## src/rtl/alu_share_arbiter.sv

```systemverilog
// Round-robin arbiter sharing one registered 4-bit ALU among NUM_REQ requesters.
// Define ALU_ARB_OPCHECK_EN to block opcodes 101/110/111 and answer them with rsp_err.
module alu_share_arbiter #(
  parameter int NUM_REQ = 4,
  parameter int IDX_W   = $clog2(NUM_REQ)
) (
  input  logic                 clk,
  input  logic                 reset,
  input  logic [NUM_REQ-1:0]   req,
  input  logic [4*NUM_REQ-1:0] req_a,
  input  logic [4*NUM_REQ-1:0] req_b,
  input  logic [3*NUM_REQ-1:0] req_op,
  output logic [NUM_REQ-1:0]   ack,
  output logic [NUM_REQ-1:0]   done,
  output logic [3:0]           rsp_c,
  output logic                 rsp_cf,
  output logic                 rsp_zf,
  output logic                 rsp_sf,
  output logic                 rsp_err,
  output logic                 busy,
  output logic [3:0]           alu_a,
  output logic [3:0]           alu_b,
  output logic [2:0]           alu_opcode,
  input  logic [3:0]           alu_c,
  input  logic                 alu_cf,
  input  logic                 alu_zf,
  input  logic                 alu_sf
);

  typedef enum logic [1:0] {
    IDLE,
    ISSUE,
    WAIT,
    RESP
  } state_e;

  state_e state_q, state_d;

  logic [IDX_W-1:0]   rr_q, rr_d;
  logic [IDX_W-1:0]   gnt_q, gnt_d;
  logic [NUM_REQ-1:0] ack_q, ack_d;
  logic [NUM_REQ-1:0] done_q, done_d;
  logic [3:0]         a_q, a_d;
  logic [3:0]         b_q, b_d;
  logic [2:0]         op_q, op_d;
  logic [3:0]         c_q, c_d;
  logic               cf_q, cf_d;
  logic               zf_q, zf_d;
  logic               sf_q, sf_d;
  logic               err_q, err_d;
  logic               ill_q, ill_d;
  logic               busy_q, busy_d;

  logic               pick_vld;
  logic [IDX_W-1:0]   pick_idx;
  logic [IDX_W:0]     cand;
  logic [3:0]         sel_a;
  logic [3:0]         sel_b;
  logic [2:0]         sel_op;
  logic               sel_ill;
  logic [IDX_W-1:0]   gnt_inc;

  // Scan downward so the lowest rotation offset from rr_q wins.
  always_comb begin
    pick_vld = 1'b0;
    pick_idx = '0;
    cand     = '0;
    for (int k = NUM_REQ - 1; k >= 0; k--) begin
      cand = {1'b0, rr_q} + (IDX_W+1)'(k);
      if (cand >= (IDX_W+1)'(NUM_REQ)) begin
        cand = cand - (IDX_W+1)'(NUM_REQ);
      end
      if (req[cand[IDX_W-1:0]]) begin
        pick_vld = 1'b1;
        pick_idx = cand[IDX_W-1:0];
      end
    end
  end

  always_comb begin
    sel_a  = '0;
    sel_b  = '0;
    sel_op = '0;
    for (int i = 0; i < NUM_REQ; i++) begin
      if (pick_idx == IDX_W'(i)) begin
        sel_a  = req_a[4*i +: 4];
        sel_b  = req_b[4*i +: 4];
        sel_op = req_op[3*i +: 3];
      end
    end
  end

`ifdef ALU_ARB_OPCHECK_EN
  assign sel_ill = sel_op[2] & (sel_op[1] | sel_op[0]);
`else
  assign sel_ill = 1'b0;
`endif

  assign gnt_inc = (gnt_q == IDX_W'(NUM_REQ - 1)) ? '0 : gnt_q + 1'b1;

  always_comb begin
    state_d = state_q;
    rr_d    = rr_q;
    gnt_d   = gnt_q;
    ack_d   = '0;
    done_d  = '0;
    a_d     = a_q;
    b_d     = b_q;
    op_d    = 3'b000;
    c_d     = c_q;
    cf_d    = cf_q;
    zf_d    = zf_q;
    sf_d    = sf_q;
    err_d   = err_q;
    ill_d   = ill_q;
    unique case (state_q)
      IDLE: begin
        if (pick_vld) begin
          state_d = ISSUE;
          gnt_d   = pick_idx;
          a_d     = sel_a;
          b_d     = sel_b;
          op_d    = sel_ill ? 3'b000 : sel_op;
          ill_d   = sel_ill;
          ack_d   = NUM_REQ'(1) << pick_idx;
        end
      end
      ISSUE: begin
        state_d = WAIT;
        rr_d    = gnt_inc;
      end
      WAIT: begin
        state_d = RESP;
        done_d  = NUM_REQ'(1) << gnt_q;
        if (ill_q) begin
          c_d   = '0;
          cf_d  = 1'b0;
          zf_d  = 1'b0;
          sf_d  = 1'b0;
          err_d = 1'b1;
        end else begin
          c_d   = alu_c;
          cf_d  = alu_cf;
          zf_d  = alu_zf;
          sf_d  = alu_sf;
          err_d = 1'b0;
        end
      end
      RESP: begin
        state_d = IDLE;
      end
      default: begin
        state_d = IDLE;
      end
    endcase
    busy_d = (state_d != IDLE);
  end

  always_ff @(posedge clk or posedge reset) begin
    if (reset) begin
      state_q <= IDLE;
      rr_q    <= '0;
      gnt_q   <= '0;
      ack_q   <= '0;
      done_q  <= '0;
      a_q     <= '0;
      b_q     <= '0;
      op_q    <= 3'b000;
      c_q     <= '0;
      cf_q    <= 1'b0;
      zf_q    <= 1'b0;
      sf_q    <= 1'b0;
      err_q   <= 1'b0;
      ill_q   <= 1'b0;
      busy_q  <= 1'b0;
    end else begin
      state_q <= state_d;
      rr_q    <= rr_d;
      gnt_q   <= gnt_d;
      ack_q   <= ack_d;
      done_q  <= done_d;
      a_q     <= a_d;
      b_q     <= b_d;
      op_q    <= op_d;
      c_q     <= c_d;
      cf_q    <= cf_d;
      zf_q    <= zf_d;
      sf_q    <= sf_d;
      err_q   <= err_d;
      ill_q   <= ill_d;
      busy_q  <= busy_d;
    end
  end

  assign ack        = ack_q;
  assign done       = done_q;
  assign rsp_c      = c_q;
  assign rsp_cf     = cf_q;
  assign rsp_zf     = zf_q;
  assign rsp_sf     = sf_q;
  assign rsp_err    = err_q;
  assign busy       = busy_q;
  assign alu_a      = a_q;
  assign alu_b      = b_q;
  assign alu_opcode = op_q;

endmodule
```

## config.mk

```make
export PLATFORM = sky130hd
export DESIGN_NAME = alu_share_arbiter
export DESIGN_NICKNAME = d
export VERILOG_FILES = /design/src/rtl/alu_share_arbiter.sv
export SDC_FILE = /design/constraint.sdc
export NUM_CORES = 1
export LEC_CHECK = 0
export CORE_UTILIZATION = 36
export DETAILED_ROUTE_END_ITERATION = 8
export GPL_TIMING_DRIVEN = 1
export PLACE_DENSITY = 0.73
export SETUP_SLACK_MARGIN = 0.2
export SLEW_MARGIN = 40
export SYNTH_ARGS = -nofsm -noshare
export SYNTH_HDL_FRONTEND = slang
export SYNTH_SLANG_ARGS = --single-unit
```

## constraint.sdc

```tcl
create_clock -name clk -period 2.1 [get_ports clk]
set_input_delay 0.63 -clock clk [delete_from_list [all_inputs] [get_ports clk]]
set_output_delay 0.63 -clock clk [all_outputs]
set_load 0.005 [all_outputs]
```

Word-level counts from Yosys, hierarchy flattened
Index checks and enable logic that the tools add are counted.
- register bits: 33
- RAM bits: 0
- output and inout bits: 28
- word-level logic and storage cells: 82
- input port bits: 57
- memories kept: 0
- latch bits: 0
- bits in read-only memories: 0
- multipliers: 0
- bitwise logic cells: 0
- magnitude comparators: 8
- mux-type cells: 40
- eq/ne operators: 7
- shift-type cells: 2
- add/subtract/negate cells: 8
- divide/modulo/power cells: 0
- reduce and logical (&&, ||, !) cells: 4
- operators by type and width (kind ; count):
    two-way mux 4 bit ; 11
    two-way mux 2 bit ; 10
    two-way mux 3 bit ; 6
    less-than comparator 2 x 3 -> 1 bit, second input constant ; 4
    == test 2 bit, second input constant ; 5
    greater-or-equal comparator 3 bit, second input constant ; 3
    binary-select mux 1 bit (select 2 bit) ; 4
    two-way mux 1 bit ; 8
    one-hot mux 2 bit (4 select lines) ; 1
    << shifter 1 x 2 -> 4 bit, first input constant ; 2
    subtractor 2 x 1 -> 2 bit, second input constant ; 4
    adder 2 x 2 -> 3 bit, second input constant ; 2
    == test 2 x 1 -> 1 bit, second input constant ; 2
    logical NOT 2 bit ; 2
    adder 2 x 1 -> 3 bit, second input constant ; 1
    greater-or-equal comparator 2 x 3 -> 1 bit, second input constant ; 1
    adder 2 x 1 -> 2 bit, second input constant ; 1
    AND reduction 2 bit ; 1
    nonzero test 2 bit ; 1

Logic depth before layout (Yosys ltp)
Gate-level depths: netlist (run 1).
- depth in word-level cells: 16
- mapped depth: 7
- depth with buffers taken out: 6

Least setup slack after synthesis (run 1)
No wires, ideal clock.
- path kind: input to register
- start point: input port req[0]
- end point: register a_q[3] (netlist: alu_a[3])
- library setup time: 0.126 ns
- path slack: -0.056 ns
- required time: 1.974 ns
- arrival time: 2.030 ns
- cell stages on the path: 5
- path buffers: 0
- cell sequence: and2_4 o211a_1 nor2_2 mux2_2 a221o_1
- longest elaborated chain between the ends: 11
- elaborated cells on any way between the ends: 25
- classes of those cells: 3 x eq/ne; 20 x mux; 2 x reduce/logical
- RTL lines (what ; line ; source):
    start: declaration ; 9 ; input logic [NUM_REQ-1:0] req,
    binary-select mux 1 bit (select 2 bit) ; 73 ; if (req[cand[IDX_W-1:0]]) begin
    two-way mux 1 bit (implied by the code) ; 73 ;
    two-way mux 2 bit (4 in a row) ; 73 ;
    logical NOT 2 bit ; 85 ; if (pick_idx == IDX_W'(i)) begin
    two-way mux 4 bit (4 in a row) ; 85 ;
    end signal: assignment ; 166 ; a_q <= '0;
    end signal: assignment ; 182 ; a_q <= a_d;
    end: declaration ; 43 ; logic [3:0] a_q, a_d;
Several ways; a longest one is shown, not always the timed one. The select of a mux whose other input is x is not followed.
A chain may end at the register's enable or synchronous reset.

Worst setup path after layout (run 1)
- start point: register rr_q[1]
- end point: register b_q[0] (netlist: alu_b[0])
- longest elaborated chain between the ends: 14
- elaborated cells on any way between the ends: 40
- classes of those cells: 7 x add/sub; 4 x order compare; 3 x eq/ne; 24 x mux; 2 x reduce/logical
- RTL lines (what ; line ; source):
    start: declaration ; 39 ; logic [IDX_W-1:0] rr_q, rr_d;
    start signal: assignment ; 178 ; rr_q <= rr_d;
    adder 2 x 2 -> 3 bit ; 69 ; cand = {1'b0, rr_q} + (IDX_W+1)'(k);
    greater-or-equal comparator 3 bit / subtractor 2 x 1 -> 2 bit (equally long branches) ; 70, 71 ;
    two-way mux 2 bit ; 70 ; if (cand >= (IDX_W+1)'(NUM_REQ)) begin
    binary-select mux 1 bit (select 2 bit) ; 73 ;
    two-way mux 1 bit (implied by the code) ; 73 ;
    two-way mux 2 bit (4 in a row) ; 73 ;
    logical NOT 2 bit ; 85 ;
    two-way mux 4 bit (4 in a row) ; 85 ;
    end signal: assignment ; 167 ; b_q <= '0;
    end signal: assignment ; 183 ; b_q <= b_d;
    end: declaration ; 44 ; logic [3:0] b_q, b_d;
Several ways; a longest one is shown, not always the timed one. The select of a mux whose other input is x is not followed.

==> results of run 1 <==
[worst min-delay path, delay by kind of cell (launching register included)]
kind             cells  cell delay [ns]
AND/OR/NAND/NOR      1             0.05
AO/OA/AOI/OAI        1             0.06
flip-flops           1             0.35
[registers in the layout, indices dropped and copies added (netlist names)]
name and flops:
ack 4, alu_a 4, alu_b 4, done 4, rsp_c 4, alu_opcode 3
gnt_q 2, rr_q 2, state_q 2, busy 1, rsp_cf 1, rsp_sf 1
rsp_zf 1
[through the flow]
| stage | utilization | area [um^2] |
|---|---|---|
| 2_1_floorplan | - | 1830 |
| 3_3_place_gp | 0.603 | 2870 |
| 3_5_place_dp | 0.603 | 2870 |
| 4_1_cts | 0.632 | 3010 |
| 5_1_grt | 0.634 | 3020 |
| 6_report | 0.634 | 3020 |
[final timing paths]
kind,from,to,slack [ns],cells after the start
max,rr_q[1]$_DFFE_PP0N_,alu_b[0]$_DFFE_PP0P_,0.28,5
min,alu_a[1]$_DFFE_PP0P_,alu_a[1]$_DFFE_PP0P_,0.51,2
max reg2reg,rr_q[1]$_DFFE_PP0N_,alu_b[0]$_DFFE_PP0P_,0.28,5
min reg2reg,alu_a[1]$_DFFE_PP0P_,alu_a[1]$_DFFE_PP0P_,0.51,2
max in group asynchronous,reset,rr_q[1]$_DFFE_PP0N_,1.05,3
min in group asynchronous,reset,done[1]$_DFF_PP0_,0.74,3
[what timing repair did]
item                                    4_1_cts  5_1_grt
setup buffers                                 2        0
pin swaps                                     1        2
hold buffers                                  0        0
endpoints found under the setup margin       17        6
gates resized for setup                      14       12
[power groups by stage]
stage | combinational, mW | clock (mW) | sequential (mW)
global route | 2.12 | 0.646 | 1.12
global placement | 1.86 | 0 | 1.08
CTS | 1.94 | 0.617 | 1.08
floorplan | 0.977 | 0 | 1.08
finish | 1.94 | 0.608 | 1.08
detailed placement | 1.89 | 0 | 1.09
[cell usage in the layout, fill, tap and decap left out, types with 4 or more instances in the layout]
cell type and count:
nor2_1 6, o21ai_0 6, a21oi_1 4, inv_1 6, clkbuf_8 5, buf_4 22
and2_1 4, mux2i_1 6, nand3_1 6, clkdlybuf4s50_1 79, dfrtp_1 32, ha_1 8
mux2_4 5, a211oi_1 6, a221o_1 5, mux2_2 9, nand2_1 8
[layout make-up]
| type | count | area [um^2] | share of cell area |
|---|---|---|---|
| timing repair buffer | 106 | 996 | 0.330 |
| multi-input combinational | 114 | 972 | 0.322 |
| sequential | 33 | 827 | 0.274 |
| tap | 67 | 83.8 | 0.0278 |
| clock buffer | 5 | 68.8 | 0.0228 |
| clock inverter | 3 | 46.3 | 0.0153 |
| inverter | 6 | 22.5 | 0.00747 |
[per-layer routing]
layer / track usage / share of wire
met5: 0 / 0
met4: 0.0697 / 0.016
met3: 0.0458 / 0.070
met2: 0.277 / 0.45
met1: 0.249 / 0.46
[logic make-up after synthesis]
group,after synthesis,share of synthesized area
other cells,1,0.00210
buf+inv,13,0.0357
mux,21,0.128
flops,33,0.463
simple gates,43,0.135
fa+ha+maj,8,0.0561
compound gates,41,0.181
==> results.json, run 1 <==
{
  "status": "finished clean",
  "vias_per_cell": 4.88,
  "netlist_area_um2": 1790,
  "synth.distinct_cells": 39,
  "yosysTopAreaCellShare": 0.463,
  "grt_first_pass_wirelength_um": 7380,
  "synth_top_area_cell": "dfrtp_1",
  "drtIter0Drc": 55,
  "synth-main-ff-cell": "dfrtp_1",
  "critical_path_arrival_ns": 1.99,
  "fin_ws_ns": 0.280,
  "p_sw_frac": 0.326,
  "ir_drop_uv": 499,
  "cts_htree_levels": 2,
  "finish.net_count": 331,
  "drv_cap": 0,
  "combPwrFrac": 0.534,
  "hpwl_um": 3420,
  "clk_pin_slew_worst_paths_ns": 0.08,
  "clkSinkCount": 33,
  "clock_tree.buffer_depth": 2,
  "syn-num-nets": 225,
  "ys_top_cells_by_count": "dfrtp_1, mux2_2, ha_1, nand2_1, mux2i_1",
  "antenna_found_initial": 0,
  "postSynthCellCount": 160,
  "routed_wl_um": 4520,
  "cts-root-buf": "clkbuf_8",
  "startpoint_type": "flip-flop",
  "pwr-share-seq": 0.298,
  "grt_usage": 0.182,
  "fin_worst_skew_ns": 0.00784,
  "p_per_area_nw_per_um2": 1200,
  "ant_nets": 0,
  "die_h_um": 72.4,
  "rsz0062_at_grt": "false",
  "synthArstFlopShare": 1.00,
  "drv_slew": 0,
  "grt_max_degree": 34,
  "leakage_nw": 1.31,
  "synth-edff-count": 0,
  "antennaDiodeCount": 0,
  "endpoint_kind": "flip-flop",
  "p_int_mw": 2.45,
  "period_needed_ns": 1.82,
  "finalNonFillerCells": 334,
  "rows": 25,
  "dp_slack_ns": -0.452,
  "grt_pass1_vias": 1650,
  "worstPathCellList": "and2_4 > o211a_4 > nor2_4 > mux2_4 > a221o_1",
  "core_um2": 4750,
  "portBuffers": 83,
  "max_stage_delay_ns": 0.45,
  "cp.required_ns": 2.27,
  "power_mw": 3.63,
  "fillers": 411,
  "start_util": 0.376,
  "grt.overflow.total": 0,
  "areaGrowthSynthToFinish_pct": 69.0,
  "yosysMostFrequentCell": "dfrtp_1",
  "cts_tree": "done",
  "gp_congestion": 0.752,
  "clk_latency_ns": 0.29,
  "firstDrtPassIters": 4,
  "setup_viol": 0,
  "hold_slack_ns": 0.508,
  "die_x_um": 72.4,
  "fin_tns_setup_ns": 0,
  "crit_family": "compound AO/OA/AOI/OAI gates",
  "max_freq_ghz": 0.549,
  "period_share": 0.867,
  "syn_avg_cell_area_um2": 11.2,
  "cts_buffers": 5,
  "path_max_fanout": 6,
  "post-place-cells": 324,
  "hold_viol": 0,
  "yosysSeqAreaShare": 0.463,
  "switchingPower_mw": 1.18,
  "yosys_warnings": 0,
  "post_drt_wl_per_cell_um": 13.5,
  "crit_buf_inv": 0,
  "synth-seq-cells": 33,
  "ys_top_cells_by_area": "dfrtp_1, mux2_2, ha_1",
  "slowest_stage": "dfrtp_2",
  "io_pins": 85,
  "dr_total_vias": 1630,
  "drive_gt1_frac": 0.262,
  "critical_path_class": "flip-flop to flip-flop",
  "pwr-share-clk": 0.167,
  "dieArea_um2": 5250,
  "min_path_type": "flip-flop to flip-flop",
  "route.detailed.drc": 0
}
(Power assumes the default switching activity.)
==> inputs of run 2 (changes only) <==
- TNS_END_PERCENT: not set -> 100
==> results of run 2 <==
Same layout as run 1: the final DEF is identical, and so are final timing and power.
